--- config.mk ---
export PLATFORM = sky130hd
export DESIGN_NAME = reg_access_sequencer
export DESIGN_NICKNAME = d
export VERILOG_FILES = /design/src/rtl/reg_access_sequencer.sv
export SDC_FILE = /design/constraint.sdc
export NUM_CORES = 1
export LEC_CHECK = 0
export ABC_AREA = 1
export BUFFER_PORTS_ARGS = -buffer_cell sky130_fd_sc_hd__buf_2
export CAP_MARGIN = 40
export CORE_UTILIZATION = 49
export CTS_BUF_LIST = sky130_fd_sc_hd__clkbuf_16
export DETAILED_ROUTE_END_ITERATION = 7
export PLACE_DENSITY = 0.79
export SLEW_MARGIN = 10
export SYNTH_ARGS = -nofsm -noshare
export SYNTH_HDL_FRONTEND = slang
export SYNTH_SLANG_ARGS = --single-unit
--- constraint.sdc ---
create_clock -name CLK -period 1.7 [get_ports CLK]
set_input_delay 0.085 -clock CLK [delete_from_list [all_inputs] [get_ports CLK]]
set_output_delay 0.085 -clock CLK [all_outputs]
set_load 0.01 [all_outputs]
--- src/rtl/reg_access_sequencer.sv ---
// Byte-level transaction sequencer between the I2C slave byte engine and the
// register bank: pointer load/increment, write strobes and read prefetch.
module reg_access_sequencer #(
  parameter int AddressWidth = 8,
  parameter int DataWidth    = 8,
  parameter int RegCount     = 16
) (
  input  logic                    CLK,
  input  logic                    _RST,
  input  logic                    BusStart,
  input  logic                    RWn,
  input  logic                    BusStop,
  input  logic                    RxValid,
  input  logic [DataWidth-1:0]    RxData,
  input  logic                    TxReq,
  input  logic [AddressWidth-1:0] AddressBus,
  input  logic [DataWidth-1:0]    RegRdData,
  output logic                    PtrLoad,
  output logic [AddressWidth-1:0] PtrLoadValue,
  output logic                    PtrInc,
  output logic                    RegWrEn,
  output logic [AddressWidth-1:0] RegWrAddr,
  output logic [DataWidth-1:0]    RegWrData,
  output logic [AddressWidth-1:0] RegRdAddr,
  output logic [DataWidth-1:0]    TxData,
  output logic                    TxValid,
  output logic                    TxUnderrun,
  output logic                    Busy
);

  typedef enum logic [2:0] {
    IDLE, ADDR, WRITE, RD_FETCH, RD_WAIT, RD_READY
  } state_t;

  // One extra bit so RegCount == 2^AddressWidth still compares correctly.
  localparam logic [AddressWidth:0] REG_LIMIT = (AddressWidth+1)'(RegCount);

  function automatic logic in_range(input logic [AddressWidth-1:0] a);
    return {1'b0, a} < REG_LIMIT;
  endfunction

  state_t                  state, state_n;
  logic                    ptr_load_n, ptr_inc_n, reg_wr_en_n;
  logic                    tx_valid_n, tx_underrun_n;
  logic [AddressWidth-1:0] ptr_load_value_n, reg_wr_addr_n, reg_rd_addr_n;
  logic [DataWidth-1:0]    reg_wr_data_n, tx_data_n;
  logic                    rd_state;

  assign rd_state = (state == RD_FETCH) || (state == RD_WAIT) || (state == RD_READY);

  always_comb begin
    state_n          = state;
    ptr_load_n       = 1'b0;
    ptr_load_value_n = PtrLoadValue;
    ptr_inc_n        = 1'b0;
    reg_wr_en_n      = 1'b0;
    reg_wr_addr_n    = RegWrAddr;
    reg_wr_data_n    = RegWrData;
    reg_rd_addr_n    = RegRdAddr;
    tx_data_n        = TxData;
    tx_valid_n       = TxValid;
    tx_underrun_n    = 1'b0;

    if (BusStop) begin
      state_n    = IDLE;
      tx_valid_n = 1'b0;
    end else if (BusStart) begin
      state_n    = RWn ? RD_FETCH : ADDR;
      tx_valid_n = 1'b0;
    end else begin
      case (state)
        ADDR: if (RxValid) begin
          ptr_load_n       = 1'b1;
          ptr_load_value_n = AddressWidth'(RxData);
          state_n          = WRITE;
        end
        WRITE: if (RxValid) begin
          reg_wr_addr_n = AddressBus;
          reg_wr_data_n = RxData;
          reg_wr_en_n   = in_range(AddressBus);
          ptr_inc_n     = 1'b1;
        end
        RD_FETCH: begin
          reg_rd_addr_n = AddressBus;
          state_n       = RD_WAIT;
        end
        RD_WAIT: begin
          tx_data_n  = in_range(RegRdAddr) ? RegRdData : '0;
          tx_valid_n = 1'b1;
          ptr_inc_n  = 1'b1;
          state_n    = RD_READY;
        end
        RD_READY: if (TxReq && TxValid) begin
          tx_valid_n = 1'b0;
          state_n    = RD_FETCH;
        end
        default: ;
      endcase
      // Underrun is only meaningful while a read is in progress.
      if (TxReq && !TxValid && rd_state) tx_underrun_n = 1'b1;
    end
  end

  always_ff @(posedge CLK or negedge _RST) begin
    if (!_RST) begin
      state        <= IDLE;
      PtrLoad      <= 1'b0;
      PtrLoadValue <= '0;
      PtrInc       <= 1'b0;
      RegWrEn      <= 1'b0;
      RegWrAddr    <= '0;
      RegWrData    <= '0;
      RegRdAddr    <= '0;
      TxData       <= '0;
      TxValid      <= 1'b0;
      TxUnderrun   <= 1'b0;
      Busy         <= 1'b0;
    end else begin
      state        <= state_n;
      PtrLoad      <= ptr_load_n;
      PtrLoadValue <= ptr_load_value_n;
      PtrInc       <= ptr_inc_n;
      RegWrEn      <= reg_wr_en_n;
      RegWrAddr    <= reg_wr_addr_n;
      RegWrData    <= reg_wr_data_n;
      RegRdAddr    <= reg_rd_addr_n;
      TxData       <= tx_data_n;
      TxValid      <= tx_valid_n;
      TxUnderrun   <= tx_underrun_n;
      Busy         <= (state_n != IDLE);
    end
  end

endmodule
Word level (Yosys, flattened, before mapping)
Cells that the tools add are included.

storage, ports and cells
  output and inout port bits = 46
  memories = 0
  word-level logic and storage cells = 60
  memory bits (read-only) = 0
  input port bits = 31
  RAM bits = 0
  bits in registers = 49
  bits in latches = 0

operators by class
  equal/unequal tests = 6
  mux-type cells = 25
  bitwise gates (word level) = 2
  $add $sub $neg = 0
  div/mod/pow operators = 0
  reductions and logical operators = 13
  magnitude comparators = 2
  multipliers = 0
  shift-type cells = 0

operators by type and width
  kind                                                                     count
  8-bit by 5-bit < comparator with 1-bit output, second input constant     2
  1-bit two-way mux                                                        16
  3-bit two-way mux                                                        4
  3-bit one-hot mux with 4 select lines                                    1
  8-bit two-way mux                                                        1
  4-bit AND reduction                                                      2
  3-bit by 2-bit == test with 1-bit output, second input constant          2
  3-bit == test, second input constant                                     2
  3-bit AND reduction                                                      2
  4-bit by 3-bit inequality test with 1-bit output, second input constant  1
  1-bit one-hot mux with 2 select lines                                    2
  4-bit nonzero test                                                       1
  3-bit by 1-bit == test with 1-bit output, second input constant          1
  1-bit logical AND                                                        3
  3-bit nonzero test                                                       1
  1-bit logical OR                                                         2
  2-bit two-way mux                                                        1
  1-bit inverter                                                           2
  2-bit AND reduction                                                      1
  1-bit logical NOT                                                        1

Depth between registers and ports, before layout
  depth in word-level cells = 7
  depth in mapped cells = 7
  gate-level depth less buffers = 7

Least setup slack after synthesis
OpenSTA, ideal clock, no wires.

  kind = register to register
  from = reg state[1]
  to = reg PtrLoadValue[7]
  arrival time = 1096 ps
  required time = 1582 ps
  period minus slack after synthesis = 1214 ps
  library setup time = 118 ps
  setup slack = 486 ps
  path buffers = 1
  cell stages (with the launch flop) = 8
  cells stage by stage = dfrtp_1 inv_2 nand2_2 nor2_4 nand2_4 buf_8 nand2_1 o21ai_2

on the way
  longest elaborated chain between the ends = 2

RTL lines
  element                                   RTL line  text
  from (decl)                               42        state_t state, state_n;
  from (signal assigned)                    119       state <= state_n;
  3-bit by 1-bit == test with 1-bit output  71        case (state)
  4-bit AND reduction (no line)             n/a
  to (signal assigned)                      121       PtrLoadValue <= ptr_load_value_n;
  to (decl)                                 19        output logic [AddressWidth-1:0] PtrLoadValue,

Every way passes these cells.
A chain may end at the register's enable or synchronous reset.

Final worst setup path
  from = reg state[2]
  to = reg RegWrAddr[1]

on the way
  longest elaborated chain between the ends = 2

RTL lines
  element                                   RTL line  text
  3-bit by 2-bit == test with 1-bit output  71
  4-bit AND reduction (no line)             n/a
  to (signal assigned)                      124       RegWrAddr <= reg_wr_addr_n;
  to (decl)                                 22        output logic [AddressWidth-1:0] RegWrAddr,

Every way passes these cells.

==> flow_summary.ini <==
[run_status]
outcome = finished clean

[cts]
clock_sinks = 49
htree_levels = 2
cts_tree = yes
clkLatencyLatePin_ns = 0.28
numCtsBuffers = 5
cts_root_buf = clkbuf_16
cts_buffer_depth = 2
clkTransAtPathRegs_ns = 0.06

[floorplan]
dieArea_mm2 = 0.004751
core-area_mm2 = 0.004144
start_util_pct = 52.96
die_w_um = 68.93
io_pins = 77
die_y_um = 68.93
row_count = 23

[place]
gp_congestion = 0.8908
port_buffers = 76
hpwl_um = 3115
postPlaceCellArea_mm2 = 0.002577

[finish]
fin_area_mm2 = 0.002728
drive_gt1_share_pct = 44.83
area_growth_pct = 24.29
n_fill_cell = 350
post-route-util_pct = 65.82
final_nets = 322
n_antenna_cell = 0

[yosys]
yosysSeqAreaShare_pct = 55.87
yosysUniqueCellTypes = 20
yosysMostFrequentCell = dfrtp_1
synth_top_area_share_pct = 55.87
syn_nets = 242
yosysWarningCount = 0
async_reset_ff_share_pct = 100.0
synth_ff_type = dfrtp_1
synth-edff-count = 0
avgSynthCellArea_um2 = 10.40
synth_common_cells = 49 x dfrtp_1, 48 x nand2_1, 32 x o21ai_2, 28 x inv_1, 12 x nand3_1
synth_area_mm2 = 0.002195
yosysTopAreaCell = dfrtp_1
yosys-top-cells-area = dfrtp_1 56%, o21ai_2 13%, nand2_1 8.2%, inv_1 4.8%, nand3_1 2.7%
syn_inst = 211
synth_seq_cells = 49

[sta]
fin_crit_ns = 1.432
slew_headroom_pct = 61.98
fmax_ghz = 0.6981
finalCritPeriodShare_pct = 84.26
drv_slew = 0
rsz0062_at_grt = false
hold_slack_ns = 0.06009
final-hold-violation-count = 0
final-setup-viol-count = 0
skew_ns = 0.002198
worstMarginPinSlew_ns = 0.5702
fin_setup_tns_ns = 0

[setup_path]
crit_path_end_kind = register
worstPathRequired_ns = 1.86
path_max_fanout = 34
cp.arrival_ns = 1.59
cp-start-kind = register
r2r_setup_slack_ns = 0.27
reg2regPathDepth = 6
crit_end = RegWrAddr[1]$_DFFE_PN0P_
r2r-start = state[2]$_DFF_PN0_
startpoint = state[2]$_DFF_PN0_
crit_type = reg2reg
r2r_end = RegWrAddr[1]$_DFFE_PN0P_

[global_routing]
track_usage_pct = 20.29
overflow = 0
grt_pass1_vias = 1520
antenna_found_initial = 0
grt_pass1_wl_um = 6768
grt_max_degree = 35

[hold_path]
hp-class = in2reg

[power_and_ir_drop]
ir_worst_vdd_v = 0.0006019
leakagePower_nw = 1.536
powerDensity_mw_per_mm2 = 1202
power_mw = 3.279

[flow_run]
cap_viol_max_count = 0

[route]
via_count = 1634
met1Wirelength_um = 1887
wl_um = 4267
avgRoutedWirePerCell_um = 12.55
drtIter0Drc = 104
viasPerCell = 4.806
drtAntennaViolNets = 0
wl_met3_um = 182
drcViolationCount = 0
first_pass_iters = 4
wl_met2_um = 2135
top_layer_used = met4
## layout by cell type, fill, tap and decap left out, types with 2 or more instances in the layout
master         instances
buf_2                 76
dfrtp_1               49
nand2_1               48
o21ai_2               32
inv_1                 28
nand3_1               12
o21ai_0                9
clkbuf_16              5
a21oi_1                4
nand2_2                4
nor2_1                 4
nand2_4                3
o21ai_1                3
inv_2                  2
nor2_4                 2
nand4_4                2
dlygate4sd3_1          2
## stage by stage
stage | worst slack, ns | instances
global placement | 0.3137 | 332
CTS | 0.2600 | 340
detailed placement | 0.2808 | 332
floorplan | 0.4857 | 211
finish | 0.2676 | 340
global route | 0.1642 | 340
## cell families after synthesis
logic type	Yosys count	synth area share, %
AO/OA/AOI/OAI	48	16.42
buffers and inverters	36	8.780
flip-flops	49	55.87
AND/OR/NAND/NOR	78	18.93
## state kept, by name, summed over array words and instances (netlist names), 3 cells and up
register / count
TxData: 8
state: 3
RegRdAddr: 8
PtrLoadValue: 8
RegWrAddr: 8
RegWrData: 8
## per-layer routing
| metal | vias up | global-route usage [%] |
|---|---|---|
| li1 | 829 | - |
| met1 | 758 | 25.85 |
| met2 | 40 | 31.92 |
| met3 | 7 | 5.921 |
| met4 | 0 | 8.929 |
| met5 | - | 0 |
## critical path: stages (launching register included)
cell     delay [ns]
dfrtp_1        0.47
inv_2          0.16
nand2_4        0.08
nor2_4         0.12
nand2_4        0.24
nand2_1        0.16
o21ai_2        0.06
## where the power goes
part	switching [mW]	internal (mW)	leakage [nW]	total, mW
clock network	0.376	0.525	0.0655	0.901
logic	0.481	0.357	0.829	0.839
registers	0.142	1.40	0.641	1.54
total	1.00	2.28	1.54	3.28
## layout make-up
type | count | area, um^2 | share of cell area (%)
repair buffers | 79 | 420.4 | 15.41
well taps | 50 | 62.56 | 2.294
multi-input cells | 126 | 775.7 | 28.44
clock inverters | 1 | 5.005 | 0.1835
inverters | 30 | 112.6 | 4.128
flip-flops and latches | 49 | 1226 | 44.95
clock buffers | 5 | 125.1 | 4.587
## what timing repair did
action                                  CTS  global route
endpoints found under the setup margin    0             0
hold buffers                              2             0
buffers inserted                          0             0
gates resized for setup                   0             0
hold endpoints to repair                 24             0
## worst min-delay path by stage
stage / start / end / slack (ns) / cells past startpoint
global route: TxReq / TxUnderrun$_DFF_PN0_ / 0.06 / 3
CTS: AddressBus[2] / RegWrAddr[2]$_DFFE_PN0P_ / 0.06 / 3
finish: TxReq / TxUnderrun$_DFF_PN0_ / 0.06 / 3
floorplan: _RST / Busy$_DFF_PN0_ / -0.21 / 0
global placement: _RST / Busy$_DFF_PN0_ / 0.11 / 1
detailed placement: _RST / Busy$_DFF_PN0_ / 0.11 / 1
Note: power is estimated with default switching activity, not from simulation.
